`config.mk`:
```
export PLATFORM = sky130hd
export DESIGN_NAME = multicycle_controller
export DESIGN_NICKNAME = d
export VERILOG_FILES = /design/src/rtl/multicycle_pkg.sv /design/src/rtl/mc_output_rom.sv /design/src/rtl/multicycle_controller.sv
export SDC_FILE = /design/constraint.sdc
export NUM_CORES = 1
export LEC_CHECK = 0
export CORE_UTILIZATION = 42
export DETAILED_ROUTE_END_ITERATION = 10
export PLACE_DENSITY = 0.83
export SLEW_MARGIN = 15
export SYNTH_ARGS = -nofsm -noshare
export SYNTH_HDL_FRONTEND = slang
export SYNTH_HIERARCHICAL = 1
export SYNTH_SLANG_ARGS = --single-unit
```
`constraint.sdc`:
```
create_clock -name clk -period 3.5 [get_ports clk]
set_input_delay 0.525 -clock clk [delete_from_list [all_inputs] [get_ports clk]]
set_output_delay 0.525 -clock clk [all_outputs]
set_load 0.1 [all_outputs]
```
`src/rtl/multicycle_pkg.sv`:
```
// Shared state, opcode and datapath-select encodings for the multicycle controller.
package multicycle_pkg;

  typedef enum logic [3:0] {
    StFetch,
    StDecode,
    StMemAdr,
    StMemRd,
    StMemWb,
    StMemWr,
    StExecR,
    StExecI,
    StAluWb,
    StBranch,
    StFault
  } state_t;

  // instr[27:26]
  localparam logic [1:0] OP_DP  = 2'b00;
  localparam logic [1:0] OP_MEM = 2'b01;
  localparam logic [1:0] OP_BR  = 2'b10;
  localparam logic [1:0] OP_ILL = 2'b11;

  localparam logic [1:0] SRCB_REG  = 2'b00;
  localparam logic [1:0] SRCB_IMM  = 2'b01;
  localparam logic [1:0] SRCB_FOUR = 2'b10;

  localparam logic [1:0] RES_ALUOUT = 2'b00;
  localparam logic [1:0] RES_RDATA  = 2'b01;
  localparam logic [1:0] RES_ALU    = 2'b10;

  localparam logic [1:0] IMM_DP  = 2'b00;
  localparam logic [1:0] IMM_MEM = 2'b01;
  localparam logic [1:0] IMM_BR  = 2'b10;

  // RegSrc[0]: read PC as Rn (branch); RegSrc[1]: read Rd as Rm (store data)
  localparam logic [1:0] REGSRC_DP  = 2'b00;
  localparam logic [1:0] REGSRC_MEM = 2'b10;
  localparam logic [1:0] REGSRC_BR  = 2'b01;

  // States that sit on the memory handshake and feed the timeout counter.
  function automatic logic is_wait_state(state_t s);
    return (s == StFetch) || (s == StMemRd) || (s == StMemWr);
  endfunction

endpackage

```
`src/rtl/mc_output_rom.sv`:
```
// Combinational map from controller state (plus Op and mem_ready) to every datapath
// select and strobe. All outputs are 0 unless active is set.
module mc_output_rom
  import multicycle_pkg::*;
(
  input  state_t     state,
  input  logic       active,
  input  logic [1:0] op,
  input  logic       mem_ready,
  output logic       PCWrite,
  output logic       IRWrite,
  output logic       MemW,
  output logic       RegW,
  output logic       AdrSrc,
  output logic       ALUSrcA,
  output logic [1:0] ALUSrcB,
  output logic [1:0] ResultSrc,
  output logic [1:0] ImmSrc,
  output logic [1:0] RegSrc,
  output logic       ALUOp,
  output logic       fault
);

  always_comb begin
    PCWrite   = 1'b0;
    IRWrite   = 1'b0;
    MemW      = 1'b0;
    RegW      = 1'b0;
    AdrSrc    = 1'b0;
    ALUSrcA   = 1'b0;
    ALUSrcB   = SRCB_REG;
    ResultSrc = RES_ALUOUT;
    ImmSrc    = IMM_DP;
    RegSrc    = REGSRC_DP;
    ALUOp     = 1'b0;
    fault     = 1'b0;
    if (active) begin
      case (state)
        StFetch: begin
          ALUSrcA   = 1'b1;
          ALUSrcB   = SRCB_FOUR;
          ResultSrc = RES_ALU;
          IRWrite   = mem_ready;
          PCWrite   = mem_ready;
        end
        StDecode: begin
          ALUSrcA   = 1'b1;
          ALUSrcB   = SRCB_FOUR;
          ResultSrc = RES_ALU;
          // Illegal Op leaves ImmSrc/RegSrc at the DP encoding.
          case (op)
            OP_MEM: begin
              ImmSrc = IMM_MEM;
              RegSrc = REGSRC_MEM;
            end
            OP_BR: begin
              ImmSrc = IMM_BR;
              RegSrc = REGSRC_BR;
            end
            default: ;
          endcase
        end
        StMemAdr: ALUSrcB = SRCB_IMM;
        StMemRd:  AdrSrc  = 1'b1;
        StMemWb: begin
          ResultSrc = RES_RDATA;
          RegW      = 1'b1;
        end
        StMemWr: begin
          AdrSrc = 1'b1;
          MemW   = mem_ready;
        end
        StExecR: ALUOp = 1'b1;
        StExecI: begin
          ALUSrcB = SRCB_IMM;
          ALUOp   = 1'b1;
        end
        StAluWb: RegW = 1'b1;
        StBranch: begin
          ALUSrcB   = SRCB_IMM;
          ResultSrc = RES_ALU;
          PCWrite   = 1'b1;
        end
        StFault: fault = 1'b1;
        default: ;
      endcase
    end
  end

endmodule

```
`src/rtl/multicycle_controller.sv`:
```
// Multicycle ARM-subset control FSM: state register, memory timeout and optional
// performance counters (enabled by MULTICYCLE_PERF_CNT_EN).
module multicycle_controller
  import multicycle_pkg::*;
#(
  parameter int unsigned MEM_TIMEOUT = 15
) (
  input  logic        clk,
  input  logic        reset_n,
  input  logic [1:0]  Op,
  input  logic        Funct5,
  input  logic        Funct0,
  input  logic        cond_ex,
  input  logic        mem_ready,
  output logic        PCWrite,
  output logic        IRWrite,
  output logic        MemW,
  output logic        RegW,
  output logic        AdrSrc,
  output logic        ALUSrcA,
  output logic [1:0]  ALUSrcB,
  output logic [1:0]  ResultSrc,
  output logic [1:0]  ImmSrc,
  output logic [1:0]  RegSrc,
  output logic        ALUOp,
  output logic        fault,
  output logic [31:0] instr_count,
  output logic [31:0] cycle_count
);

  state_t     state_q, state_d;
  logic [7:0] tmo_q, tmo_d;
  // Low through reset and the release cycle, so nothing pulses until the first edge after release.
  logic       run_q;

  always_ff @(posedge clk or negedge reset_n) begin
    if (!reset_n) begin
      state_q <= StFetch;
      tmo_q   <= '0;
      run_q   <= 1'b0;
    end else begin
      state_q <= state_d;
      tmo_q   <= tmo_d;
      run_q   <= 1'b1;
    end
  end

  always_comb begin
    state_d = state_q;
    tmo_d   = '0;
    if (run_q) begin
      case (state_q)
        StFetch:  if (mem_ready) state_d = StDecode;
        StDecode: begin
          if (Op == OP_ILL)     state_d = StFault;
          else if (!cond_ex)    state_d = StFetch;
          else if (Op == OP_DP) state_d = Funct5 ? StExecI : StExecR;
          else if (Op == OP_MEM) state_d = StMemAdr;
          else                  state_d = StBranch;
        end
        StMemAdr: state_d = Funct0 ? StMemRd : StMemWr;
        StMemRd:  if (mem_ready) state_d = StMemWb;
        StMemWr:  if (mem_ready) state_d = StFetch;
        StExecR, StExecI: state_d = StAluWb;
        StMemWb, StAluWb, StBranch: state_d = StFetch;
        StFault:  state_d = StFault;
        default:  state_d = StFault;
      endcase
      if (is_wait_state(state_q) && !mem_ready) begin
        tmo_d = tmo_q + 8'd1;
        if (tmo_d == 8'(MEM_TIMEOUT)) state_d = StFault;
      end
    end
  end

  mc_output_rom u_rom (
    .state     (state_q),
    .active    (run_q),
    .op        (Op),
    .mem_ready (mem_ready),
    .PCWrite   (PCWrite),
    .IRWrite   (IRWrite),
    .MemW      (MemW),
    .RegW      (RegW),
    .AdrSrc    (AdrSrc),
    .ALUSrcA   (ALUSrcA),
    .ALUSrcB   (ALUSrcB),
    .ResultSrc (ResultSrc),
    .ImmSrc    (ImmSrc),
    .RegSrc    (RegSrc),
    .ALUOp     (ALUOp),
    .fault     (fault)
  );

`ifdef MULTICYCLE_PERF_CNT_EN
  logic [31:0] icnt_q, ccnt_q;
  logic        retire;

  // Every retiring state only ever leaves towards FETCH, and DECODE only does so on cond fail.
  assign retire = (state_d == StFetch) &&
                  ((state_q == StMemWb) || (state_q == StMemWr) || (state_q == StAluWb) ||
                   (state_q == StBranch) || (state_q == StDecode));

  always_ff @(posedge clk or negedge reset_n) begin
    if (!reset_n) begin
      icnt_q <= '0;
      ccnt_q <= '0;
    end else begin
      if (run_q && (state_q != StFault)) ccnt_q <= ccnt_q + 32'd1;
      if (run_q && retire)               icnt_q <= icnt_q + 32'd1;
    end
  end

  assign instr_count = icnt_q;
  assign cycle_count = ccnt_q;
`else
  assign instr_count = '0;
  assign cycle_count = '0;
`endif

endmodule
```
# == Word level (Yosys, flattened, before mapping) ==
# Index checks and enable logic that the tools add are counted.
# classes
n_mux,40
add_sub_neg,1
reduce_logical,13
eq_ne,14
# op_table
op,n
two-way mux 4 bit,9
case mux 4 bit (7 select lines),1
equality test 4 x 3 -> 1 bit (second input constant),4
two-way mux 1 bit,16
two-way mux 8 bit,2
case mux 2 bit (2 select lines),4
equality test 4 bit (second input constant),3
two-way mux 2 bit,6
OR reduction 3 bit,3
adder 8 x 1 -> 8 bit (second input constant),1
equality test 4 x 2 -> 1 bit (second input constant),2
equality test 8 x 4 -> 1 bit (second input constant),1
OR reduction 2 bit,4
equality test 2 bit (second input constant),2
equality test 4 x 1 -> 1 bit (second input constant),1
zero test 4 bit,1
two-way mux 3 bit,1
equality test 2 x 1 -> 1 bit (second input constant),1
zero test 2 bit,1
logical OR 1 bit,2
case mux 1 bit (2 select lines),1
logical AND 1 bit,1
zero test 1 bit,1
# word_totals
regBits,13
in_bits,8
output_inout_bits,80

# == Depth between registers and ports, before layout ==
# Gate-level depths: netlist of run 1.
# logic_depth
ltp_word,8
ltp_mapped,6

# == Hierarchy ==
# The synthesis of run 1 kept the hierarchy.
# modules_own_cells
mod,cells_per_inst,area_each_um2,n_inst,seq_area_each_um2
multicycle_controller,154,1337.5,1,325.3
mc_output_rom,35,265.3,1,0.0

# == Least setup slack after synthesis of run 1 ==
# No wires, ideal clock.
# synth_timing
kind,register to output
from,register state_q[2]
to,output port RegW
path_stages_with_launch,4
n_path_buf,1
setup_slack_ns,-0.842
arrival_time_ns,3.817
cell_sequence,dfrtp_1 buf_4 xnor2_1 nor4b_1
# synth_between
elab_chain_cells,4
elab_cells_between_ends,5
# synth_rtl
item,line_no,source
"start, declared",multicycle_controller.sv:31,"state_t state_q, state_d;"
"start signal, assigned",multicycle_controller.sv:38,state_q <= StFetch;
"start signal, assigned",multicycle_controller.sv:42,state_q <= state_d;
equality test 4 bit / equality test 4 x 3 -> 1 bit (equally long branches),mc_output_rom.sv:38,case (state)
OR reduction 2 bit (no line) *,n/a,
two-way mux 1 bit *,mc_output_rom.sv:38,
two-way mux 1 bit *,mc_output_rom.sv:37,if (active) begin
"end, declared",multicycle_controller.sv:18,"output logic RegW,"
# Mark *: on every way between the ends. The rest lies on a longest branch, timed or not.

# == Worst setup path in the final report of run 1 ==
# layout_timing
from,input port mem_ready
to,output port PCWrite
# layout_between
elab_chain_cells,2
# layout_rtl
item,line_no,source
"start, declared",multicycle_controller.sv:14,"input logic mem_ready,"
case mux 1 bit (2 select lines),mc_output_rom.sv:38,
two-way mux 1 bit,mc_output_rom.sv:37,
"end, declared",multicycle_controller.sv:15,"output logic PCWrite,"
# No other way between the ends.

==> results of run 1 <==
-- routing by layer --
metal | global-route usage | vias to the layer above
li1 | - | 537
met1 | 0.151 | 513
met2 | 0.202 | 49
met3 | 0.0214 | 2
met4 | 0.0313 | 0
met5 | 0 | -
-- synthesized netlist by cell type (all sizes together), types with 2 or more instances --
master	n
buf	74
dfrtp	13
nor2	12
nand3	8
inv	7
nand2	7
xnor2	6
xor2	6
nor4b	5
nor4	4
nand2b	3
nor3	3
nor4bb	3
o22ai	3
a21oi	2
a2bb2oi	2
a31oi	2
conb	2
ha	2
nand3b	2
o21ai	2
o2bb2ai	2
or2	2
or3b	2
-- where the power goes --
group | total [mW] | internal [mW] | switching (mW)
clock | 0.130 | 0.0784 | 0.0514
combinational | 0.325 | 0.0121 | 0.313
sequential | 0.153 | 0.151 | 0.00239
-- layout by cell type (no fill, tap or decap), types with 6 or more instances in the layout --
cell type,netlist,final
buf_4,68,16
clkdlybuf4s50_1,0,7
conb_1,2,65
dfrtp_1,13,13
inv_1,7,7
nand2_1,7,7
nand3_1,7,7
nor2_1,12,12
xnor2_1,6,6
xor2_1,6,6
-- flip-flops by register name (all words and copies together), names as in the netlist --
name	flops
tmo_q	8
state_q	4
run_q	1
-- worst max path at each step --
stage,startpoint,end,slack [ps],cells after the start
after floorplan,state_q[2]$_DFFE_PN0P_,ResultSrc[1],20,3
after global placement,mem_ready,PCWrite,940,4
after detailed placement,mem_ready,PCWrite,940,4
after CTS,mem_ready,PCWrite,930,4
after global routing,mem_ready,PCWrite,850,4
final,mem_ready,PCWrite,940,4
-- layout make-up --
cell class	instances	area, sq um	share of cell area
clock buffer	3	41.3	0.0256
sequential	13	325	0.202
multi-input combinational	157	966	0.598
tap	48	60.1	0.0372
timing repair buffer	23	190	0.118
clock inverter	1	5.00	0.00310
inverter	7	26.3	0.0163
-- worst register-to-register path, delay by kind of cell, from the launching register on --
family	cells	cell delay (ps)
DFF	1	760
AOI/OAI and AO/OA	2	320
and+or+nand+nor	3	790
-- stage by stage --
step	hold slack [ps]	power, mW	instance area (sq um)	cells	util
final	545	0.608	1610	252	0.441
after floorplan	229	0.521	1880	252	-
after global routing	598	0.624	1610	252	0.441
after CTS	546	0.611	1610	252	0.441
after detailed placement	537	0.480	1570	248	0.428
after global placement	521	0.479	1570	248	0.428
-- kinds of logic after synthesis --
family / count (synthesis) / share of synthesized area
compound gates: 21 / 0.0999
xor+xnor: 12 / 0.0656
fa+ha+maj: 2 / 0.0156
buf+inv: 82 / 0.366
flops: 13 / 0.203
mux: 1 / 0.00703
other cells: 2 / 0.00469
simple gates: 56 / 0.238
==> summary.md, run 1 <==
| Metric | Value |
|---|---|
| Reg clk slew, reported paths | `50 ps` |
| Critical Path RT | `2970 ps` |
| First-pass GRT wire length | `3920 microns` |
| # diodes | `0` |
| RePlAce Congestion | `0.830` |
| Initial core utilization | `0.438` |
| Post-synthesis cell type count | `47` |
| Largest net degree at the start of global routing | `23` |
| WP data arrival | `2040 ps` |
| Top delay family on crit path | `buffers and inverters` |
| CP Buf/Inv Count | `2` |
| Min Tclk post-route | `2560 ps` |
| CP startpoint kind | `input port` |
| Area grow syn2layout | `0.703%` |
| Hold path depth | `1` |
| Post-DRT Antenna Nets | `0` |
| PortBufs | `23` |
| Initial antenna violation count | `0` |
| Final setup viols | `0` |
| Pins over their slew limit | `0` |
| Synth area leader | `buf_4` |
| Critical-path top delay cell | `clkdlybuf4s50_1` |
| PwrDens | `377 nW/um^2` |
| Max Cap Viol | `0` |
| Sink Count | `13` |
| TritonRoute pass-1 iters | `4` |
| Die height | `63.8 microns` |
| Crit Path Category | `input port to primary output` |
| Row count | `22` |
| Top layer in use | `met4` |
| Crit-path cells | `clkdlybuf4s50_1 -> or3b_1 -> a211oi_2 -> buf_4` |
| HPWL Detailed | `1890 microns` |
| Worst Hold End | `tmo_q[0]$_DFF_PN0_` |
| Reg2Reg Depth | `5` |
| Worst Max-Slew Pin Slew | `701 ps` |
| Vias in the first global route | `890` |
| Syn avg cell area | `8.48 sq um` |
| Synth Register Bits | `13` |
| Ys async rst share | `1.00` |
| Reg-to-Reg End | `state_q[2]$_DFFE_PN0P_` |
| Period utilisation layout | `0.732` |
| Fin nets | `215` |
| CTS Buffer Depth | `2` |
| I/O pin count | `88` |
| Clock Latency Late Sink | `240 ps` |
| RSZ-0062 raised after global routing | `no` |
| Synthesis Warnings | `6` |
| CTS HTree Levels | `1` |
| Number of flops mapped to enable cells by yosys | `0` |
| Fin. Hold Viols | `0` |
| FF-to-FF setup slack | `1500 ps` |
| Setup clock skew after layout | `3.63 ps` |
| Max Clk Rate | `390 MHz` |
| Reg-to-Reg Start | `state_q[0]$_DFFE_PN0P_` |
| Max VDD drop | `0.208 mV` |
| Post-synthesis sequential area ratio | `0.203` |
| Remaining global-route overflow | `0` |
| Synthesized netlist cell count | `189` |
| Total number of vias | `1,101` |
| Drt wl/cell | `9.56 microns` |
| Critical path's largest stage delay | `620 ps` |
| Peak fanout along the critical path | `8` |
| Setup_tns | `0 ps` |
| Hold_sp | `tmo_q[0]$_DFF_PN0_` |
| Vias per cell | `4.37` |
| Worst slack at placement | `943 ps` |
| Area share of the largest cell type after synthesis | `0.319` |
| Met1 wire length | `1040 microns` |
| Core area | `3660 sq um` |
| Routed met2 length | `1250 microns` |
| CP Capture Type | `primary output` |
| Clock tree from TritonCTS | `done` |
| CTS-repair resized insts | `0` |
| TritonCTS Buffers | `3` |
| Cts-stage hold buffer count | `0` |
| Predominant post-synthesis flop cell | `dfrtp_1` |
| All-Layer GR Usage | `0.118` |
| Post CTS Setup Buffer Count | `0` |
| Die ar. | `4070 sq um` |
| P_leak | `0.724 nW` |
| Routed wl met3 | `116 microns` |
| Share of layout cells above drive strength 1 | `0.181` |
| Mapped Area | `1600 sq um` |
| WL final | `2410 microns` |
| Synth area leaders | `buf_4 32%, dfrtp_1 20%, xnor2_1 3.3%` |
| Die W | `63.8 microns` |
| CTS root buf | `clkbuf_8` |
| Final WS setup | `936 ps` |
| Drt drc | `0` |
| Run status | `complete, no violations` |
| Fill count | `372` |
| Max_slew headroom | `0.532` |
| Hold Path Class | `flip-flop to flip-flop` |
| DRT iter0 DRCs | `70` |
Note: power is estimated with default switching activity, not from simulation.
==> run 2, diff against run 1 <==
Settings changed: CORE_UTILIZATION 42 to 36, PLACE_DENSITY 0.83 to 0.75.
Clock period 3.5 ns to 2.1 ns, I/O delays scaled along.
==> run 2 against run 1 <==
Critical path depth is the same. Register-to-register slack got worse by 1200 ps. Wire length rose by 9.0%. Die area increased by 16%. Utilization grew 3.5 points. Sequential power is 65% higher. Global-route usage increased by 0.32 points. Clock skew shrank 1.4 ps. Final cell count up 4.4%. Via count grew 4.7%. Setup slack worse by 880 ps. Critical path type is now flip-flop to primary output. Largest power group unchanged. Highest routed layer unchanged.
==> summary.md, run 2 (same netlist as run 1, synthesis figures left out) <==
| Metric | Value |
|---|---|
| Setup_tns | `0 ps (unchanged)` |
| DRT iter0 DRCs | `24 (-66%)` |
| Reg clk slew, reported paths | `50 ps (about the same)` |
| Most common cell after layout, fill and taps aside | `conb_1` |
| Hold Path Class | `input port to async pin` |
| Die ar. | `4720 sq um (+16%)` |
| RSZ-0062 raised after global routing | `no` |
| Core area | `4140 sq um (+13%)` |
| P_leak | `0.835 nW (+15%)` |
| Pins over their slew limit | `0 (unchanged)` |
| Final WS setup | `53.3 ps (-883 ps)` |
| Run status | `complete, no violations` |
| Post-DRT Antenna Nets | `0 (unchanged)` |
| Die W | `68.7 microns (+7.8%)` |
| Critical path's largest stage delay | `390 ps (-230 ps)` |
| Critical Path RT | `1780 ps (-1190 ps)` |
| CTS-repair resized insts | `0 (unchanged)` |
| Period utilisation layout | `0.975` |
| Crit-path cells | `buf_4 -> or2b_1 -> nor4bb_4 -> buf_12` |
| Vias in the first global route | `1,021 (+15%)` |
| Crit Path Category | `flip-flop to primary output` |
| Total number of vias | `1,153 (+4.7%)` |
| Max reg flops | `8 (unchanged)` |
| Setup clock skew after layout | `2.23 ps (-1.40 ps)` |
| RePlAce Congestion | `0.791 (-4.6%)` |
| Worst slack at placement | `38.1 ps (-905 ps)` |
| Most flops, register | `tmo_q` |
| Drt drc | `0 (unchanged)` |
| CTS Buffer Depth | `2 (unchanged)` |
| Largest net degree at the start of global routing | `22 (-4.3%)` |
| Clock Latency Late Sink | `240 ps (about the same)` |
| Fin nets | `224 (+4.2%)` |
| Top Registers | `tmo_q (8), state_q (4), run_q (1)` |
| Clock tree from TritonCTS | `done` |
| CP Capture Type | `primary output` |
| CTS root buf | `clkbuf_8` |
| Fin. Hold Viols | `0 (unchanged)` |
| Min Tclk post-route | `2050 ps` |
| WP data arrival | `1730 ps (-310 ps)` |
| PortBufs | `23 (unchanged)` |
| CP startpoint kind | `flip-flop` |
| # diodes | `0 (unchanged)` |
| Drt wl/cell | `9.99 microns (+4.5%)` |
| PwrDens | `521 nW/um^2 (+38%)` |
| Initial antenna violation count | `0 (unchanged)` |
| WL final | `2630 microns (+9.0%)` |
| TritonRoute pass-1 iters | `4 (unchanged)` |
| Vias per cell | `4.38 (+0.34%)` |
| Die height | `68.7 microns (+7.8%)` |
| All-Layer GR Usage | `0.121 (+0.00320)` |
| Remaining global-route overflow | `0 (unchanged)` |
| Max_slew headroom | `0.620 (+0.0877)` |
| Share of layout cells above drive strength 1 | `0.244 (+0.0628)` |
| Max Cap Viol | `0 (unchanged)` |
| Sink Count | `13 (unchanged)` |
| Max VDD drop | `0.335 mV (+61%)` |
| Worst Max-Slew Pin Slew | `568 ps (-133 ps)` |
| First-pass GRT wire length | `4330 microns (+10%)` |
| Peak fanout along the critical path | `13 (+5)` |
| HPWL Detailed | `2170 microns (+15%)` |
| I/O pin count | `88 (unchanged)` |
| TritonCTS Buffers | `3 (unchanged)` |
| CTS HTree Levels | `1 (unchanged)` |
| Final setup viols | `0 (unchanged)` |
| Most frequent cells in the layout | `65 x conb_1, 16 x buf_12, 12 x dfrtp_1, 11 x nor2_1, 9 x buf_4` |
| Max Clk Rate | `489 MHz` |
| Cts-stage hold buffer count | `0 (unchanged)` |
| Row count | `23 (+4.5%)` |
| Initial core utilization | `0.387 (-0.0510)` |
| Area grow syn2layout | `23.0%` |
| Critical-path top delay cell | `dfrtp_2` |
[run 2: cell type report]
type / instances / area, sq um
Clock buffer: 4 / 45.0
Fill cell: 391 / 2170
Inverter: 7 / 26.3
Multi-Input combinational cell: 157 / 1050
Sequential cell: 13 / 327
Tap cell: 50 / 62.6
Timing Repair Buffer: 32 / 458
[run 2: timing repair]
item,CTS,global route
endpoints found under the setup margin,0,2
endpoints found under the hold margin,0,0
setup buffers,0,0
[run 2: layer usage]
| metal | global-route usage | routed length (microns) |
|---|---|---|
| met5 | 0 | 0 |
| met4 | 0.0383 | 23 |
| met2 | 0.228 | 1410 |
| met3 | 0.0313 | 196 |
| met1 | 0.131 | 996 |
[run 2: worst paths after layout]
check	from	end	slack [ps]	cells after the start
max reg2reg	tmo_q[0]$_DFF_PN0_	state_q[2]$_DFFE_PN0P_	290	6
max in group asynchronous	reset_n	state_q[2]$_DFFE_PN0P_	1260	1
max	state_q[2]$_DFFE_PN0P_	fault	50	4
min reg2reg	tmo_q[0]$_DFF_PN0_	tmo_q[0]$_DFF_PN0_	530	1
min	reset_n	tmo_q[3]$_DFF_PN0_	440	1
min in group clk	tmo_q[0]$_DFF_PN0_	tmo_q[0]$_DFF_PN0_	530	1
[run 2: critical path, delay by kind of cell, from the launching register on]
kind                   cells  cell delay [ps]
DFF                        1              390
buffers and inverters      2              400
and+or+nand+nor            2              690
[run 2: where the power goes]
| part | internal [mW] | leakage, nW | total (mW) | switching (mW) |
|---|---|---|---|---|
| Clock | 0.134 | 0.0228 | 0.220 | 0.0859 |
| Combinational | 0.0274 | 0.645 | 0.556 | 0.529 |
| Sequential | 0.252 | 0.167 | 0.252 | 0.000490 |
[run 2: stage by stage]
step / instances / hold WS, ps / cell area (sq um) / total power [mW] / util
floorplan: 252 / 19.4 / 1980 / 0.871 / -
global placement: 259 / 521 / 1930 / 0.810 / 0.465
detailed placement: 259 / 529 / 1930 / 0.811 / 0.465
CTS: 263 / 466 / 1970 / 1.03 / 0.476
global route: 263 / 504 / 1970 / 1.07 / 0.476
finish: 263 / 439 / 1970 / 1.03 / 0.476
==> run 3, diff against run 2 <==
Settings changed: GPL_TIMING_DRIVEN set to 0.
==> run 3 against run 2 <==
Via count up 17%. First-iteration DRC count up 75%. Final cell count up 28%. Clock power about the same. Sequential power about the same. Flip-flop and latch count unchanged. Clock skew down 0.95 ps. Clock-buffer cell count down 1. Largest cell class unchanged.
==> summary.md, run 3 (same netlist as run 1, synthesis figures left out) <==
| Metric | Value |
|---|---|
| Run status | `complete, no violations` |
| Die W | `68.7 microns (unchanged)` |
| Area grow syn2layout | `46.1%` |
| Final core utilization | `0.565 (+0.0894)` |
| Core area | `4140 sq um (unchanged)` |
| Die height | `68.7 microns (unchanged)` |
| Area of placed instances | `2270 sq um (+18%)` |
| Max Clk Rate | `483 MHz (-1.2%)` |
| Fill count | `377 (-3.6%)` |
| CTS Buffer Depth | `2 (unchanged)` |
| WP data arrival | `1760 ps (+30 ps)` |
| Drt drc | `0 (unchanged)` |
| Max reg flops | `8 (unchanged)` |
| TritonRoute pass-1 iters | `4 (unchanged)` |
| Drt wl/cell | `8.79 microns (-12%)` |
| CP startpoint kind | `flip-flop` |
| Crit. Startpoint | `state_q[2]$_DFFE_PN0P_` |
| Top delay family on crit path | `simple AND/OR/NAND/NOR gates` |
| Most flops, register | `tmo_q` |
| Cts-stage hold buffer count | `0 (unchanged)` |
| CP Buf/Inv Count | `2 (unchanged)` |
| Reg-to-Reg Start | `tmo_q[0]$_DFF_PN0_` |
| First-pass GRT wire length | `4610 microns (+6.5%)` |
| Share of layout cells above drive strength 1 | `0.444 (+0.200)` |
| PwrDens | `479 nW/um^2 (-8.1%)` |
| Die ar. | `4720 sq um (unchanged)` |
| Remaining global-route overflow | `0 (unchanged)` |
| Total number of vias | `1,349 (+17%)` |
| Crit Path Category | `flip-flop to primary output` |
| I/O pin count | `88 (unchanged)` |
| Vias per cell | `4.01 (-8.4%)` |
| CP Capture Type | `primary output` |
| Placed cell count | `325 (+25%)` |
| Sink Count | `13 (unchanged)` |
| Clock tree from TritonCTS | `done` |
| Final Power | `1.12 mW (+9.2%)` |
| Initial antenna violation count | `0 (unchanged)` |
| Hold Path Class | `input port to async pin` |
| Max Cap Viol | `0 (unchanged)` |
| Most common cell after layout, fill and taps aside | `buf_4` |
| Most frequent cells in the layout | `80 x buf_4, 65 x conb_1, 11 x nor2_1, 11 x dfrtp_1` |
| DRT iter0 DRCs | `42 (+75%)` |
| PortBufs | `23 (unchanged)` |
| Critical-path top delay cell | `or3b_4` |
| Peak fanout along the critical path | `4 (-9)` |
| Critical path's largest stage delay | `450 ps (+60 ps)` |
| FF-to-FF setup slack | `270 ps (-20 ps)` |
| Post-DRT Antenna Nets | `0 (unchanged)` |
| Top Registers | `tmo_q (8), state_q (4), run_q (1)` |
| Final setup viols | `0 (unchanged)` |
| All-Layer GR Usage | `0.128 (+0.00635)` |
| Crit-path cells | `or3b_4 -> nor4b_4 -> buf_6 -> buf_12` |
| Min Tclk post-route | `2070 ps (+25.6 ps)` |
| Largest net degree at the start of global routing | `14 (-36%)` |
| Pins over their slew limit | `0 (unchanged)` |
| Period utilisation layout | `0.987 (+0.0122)` |
| Initial core utilization | `0.387 (unchanged)` |
| Fin nets | `297 (+33%)` |
| Setup_tns | `0 ps (unchanged)` |
| RePlAce Congestion | `0.804 (+1.6%)` |
| Final cell count without fillers | `336 (+28%)` |
| Final instance area | `2340 sq um (+19%)` |
| # diodes | `0 (unchanged)` |
| Worst Max-Slew Pin Slew | `579 ps (+11.2 ps)` |
| CTS HTree Levels | `1 (unchanged)` |
| CTS root buf | `clkbuf_8` |
| Clock Latency Late Sink | `240 ps (about the same)` |
| P_leak | `1.20 nW (+43%)` |
| Fin. Hold Viols | `0 (unchanged)` |
| Critical Path RT | `1780 ps (about the same)` |
| HPWL Detailed | `2330 microns (+7.5%)` |
| RSZ-0062 raised after global routing | `yes` |
| Setup clock skew after layout | `1.28 ps (-0.949 ps)` |
| Max_slew headroom | `0.613 (-0.00748)` |
| TritonCTS Buffers | `3 (unchanged)` |
| Max VDD drop | `0.288 mV (-14%)` |
| Reg clk slew, reported paths | `50 ps (about the same)` |
| WL final | `2950 microns (+12%)` |
| Row count | `23 (unchanged)` |
| Vias in the first global route | `1,092 (+7.0%)` |
run 3: cell types whose count changed in the layout (fill, tap and decap cells not counted):
cell	delta
clkinv_2	+1
clkbuf_1	-1
dfrtp_2	+1
clkbuf_4	+3
buf_2	+7
clkdlybuf4s50_1	-1
dfrtp_1	-1
dlygate4sd2_1	+1
buf_6	+7
buf_4	+71
buf_12	-15
run 3: stage by stage:
stage | hold WS, ps | setup slack (ps)
finish | 444 | 27.7
global route | 509 | -24.3
CTS | 482 | 1.61
detailed placement | 553 | -988
global placement | 526 | -982
floorplan | 19.4 | -746
run 3: area by class of cell:
type                    instances  area [sq um]  share of cell area
clock inverters                 1          5.00             0.00214
clock buffers                   3          41.3              0.0176
well taps                      50          62.6              0.0267
inverters                       7          26.3              0.0112
flip-flops and latches         13           328               0.140
plain buffers                  74           566               0.241
multi-input cells             157          1050               0.450
repair buffers                 31           260               0.111
run 3: worst paths after layout:
path	endpoint	cells after the start
worst max-delay path	RegSrc[1]	4
worst min-delay path	state_q[1]$_DFFE_PN0P_	1
worst max register to register	state_q[2]$_DFFE_PN0P_	6
worst min register to register	tmo_q[0]$_DFF_PN0_	1
max in group asynchronous	state_q[2]$_DFFE_PN0P_	1
min in group clk	tmo_q[0]$_DFF_PN0_	1
run 3: metal layers:
layer,vias up,global-route usage,part of all wire
li1,702,-,-
met4,0,0.0306,0.0071
met3,2,0.0214,0.082
met1,587,0.149,0.40
met2,58,0.239,0.51
met5,-,0,0
run 3: repair_timing:
action                     4_1_cts  5_1_grt
cloned                           0        0
buffers inserted                 1        7
pin swaps                        2        2
setup endpoints to repair       16        4
gates resized for setup         97        4
run 3: where the power goes:
part           switching [mW]  leakage (nW)  total, mW  internal [mW]
Combinational           0.542          1.00      0.648          0.106
Sequential            0.00137         0.166      0.253          0.252
Clock                  0.0899        0.0255      0.221          0.131
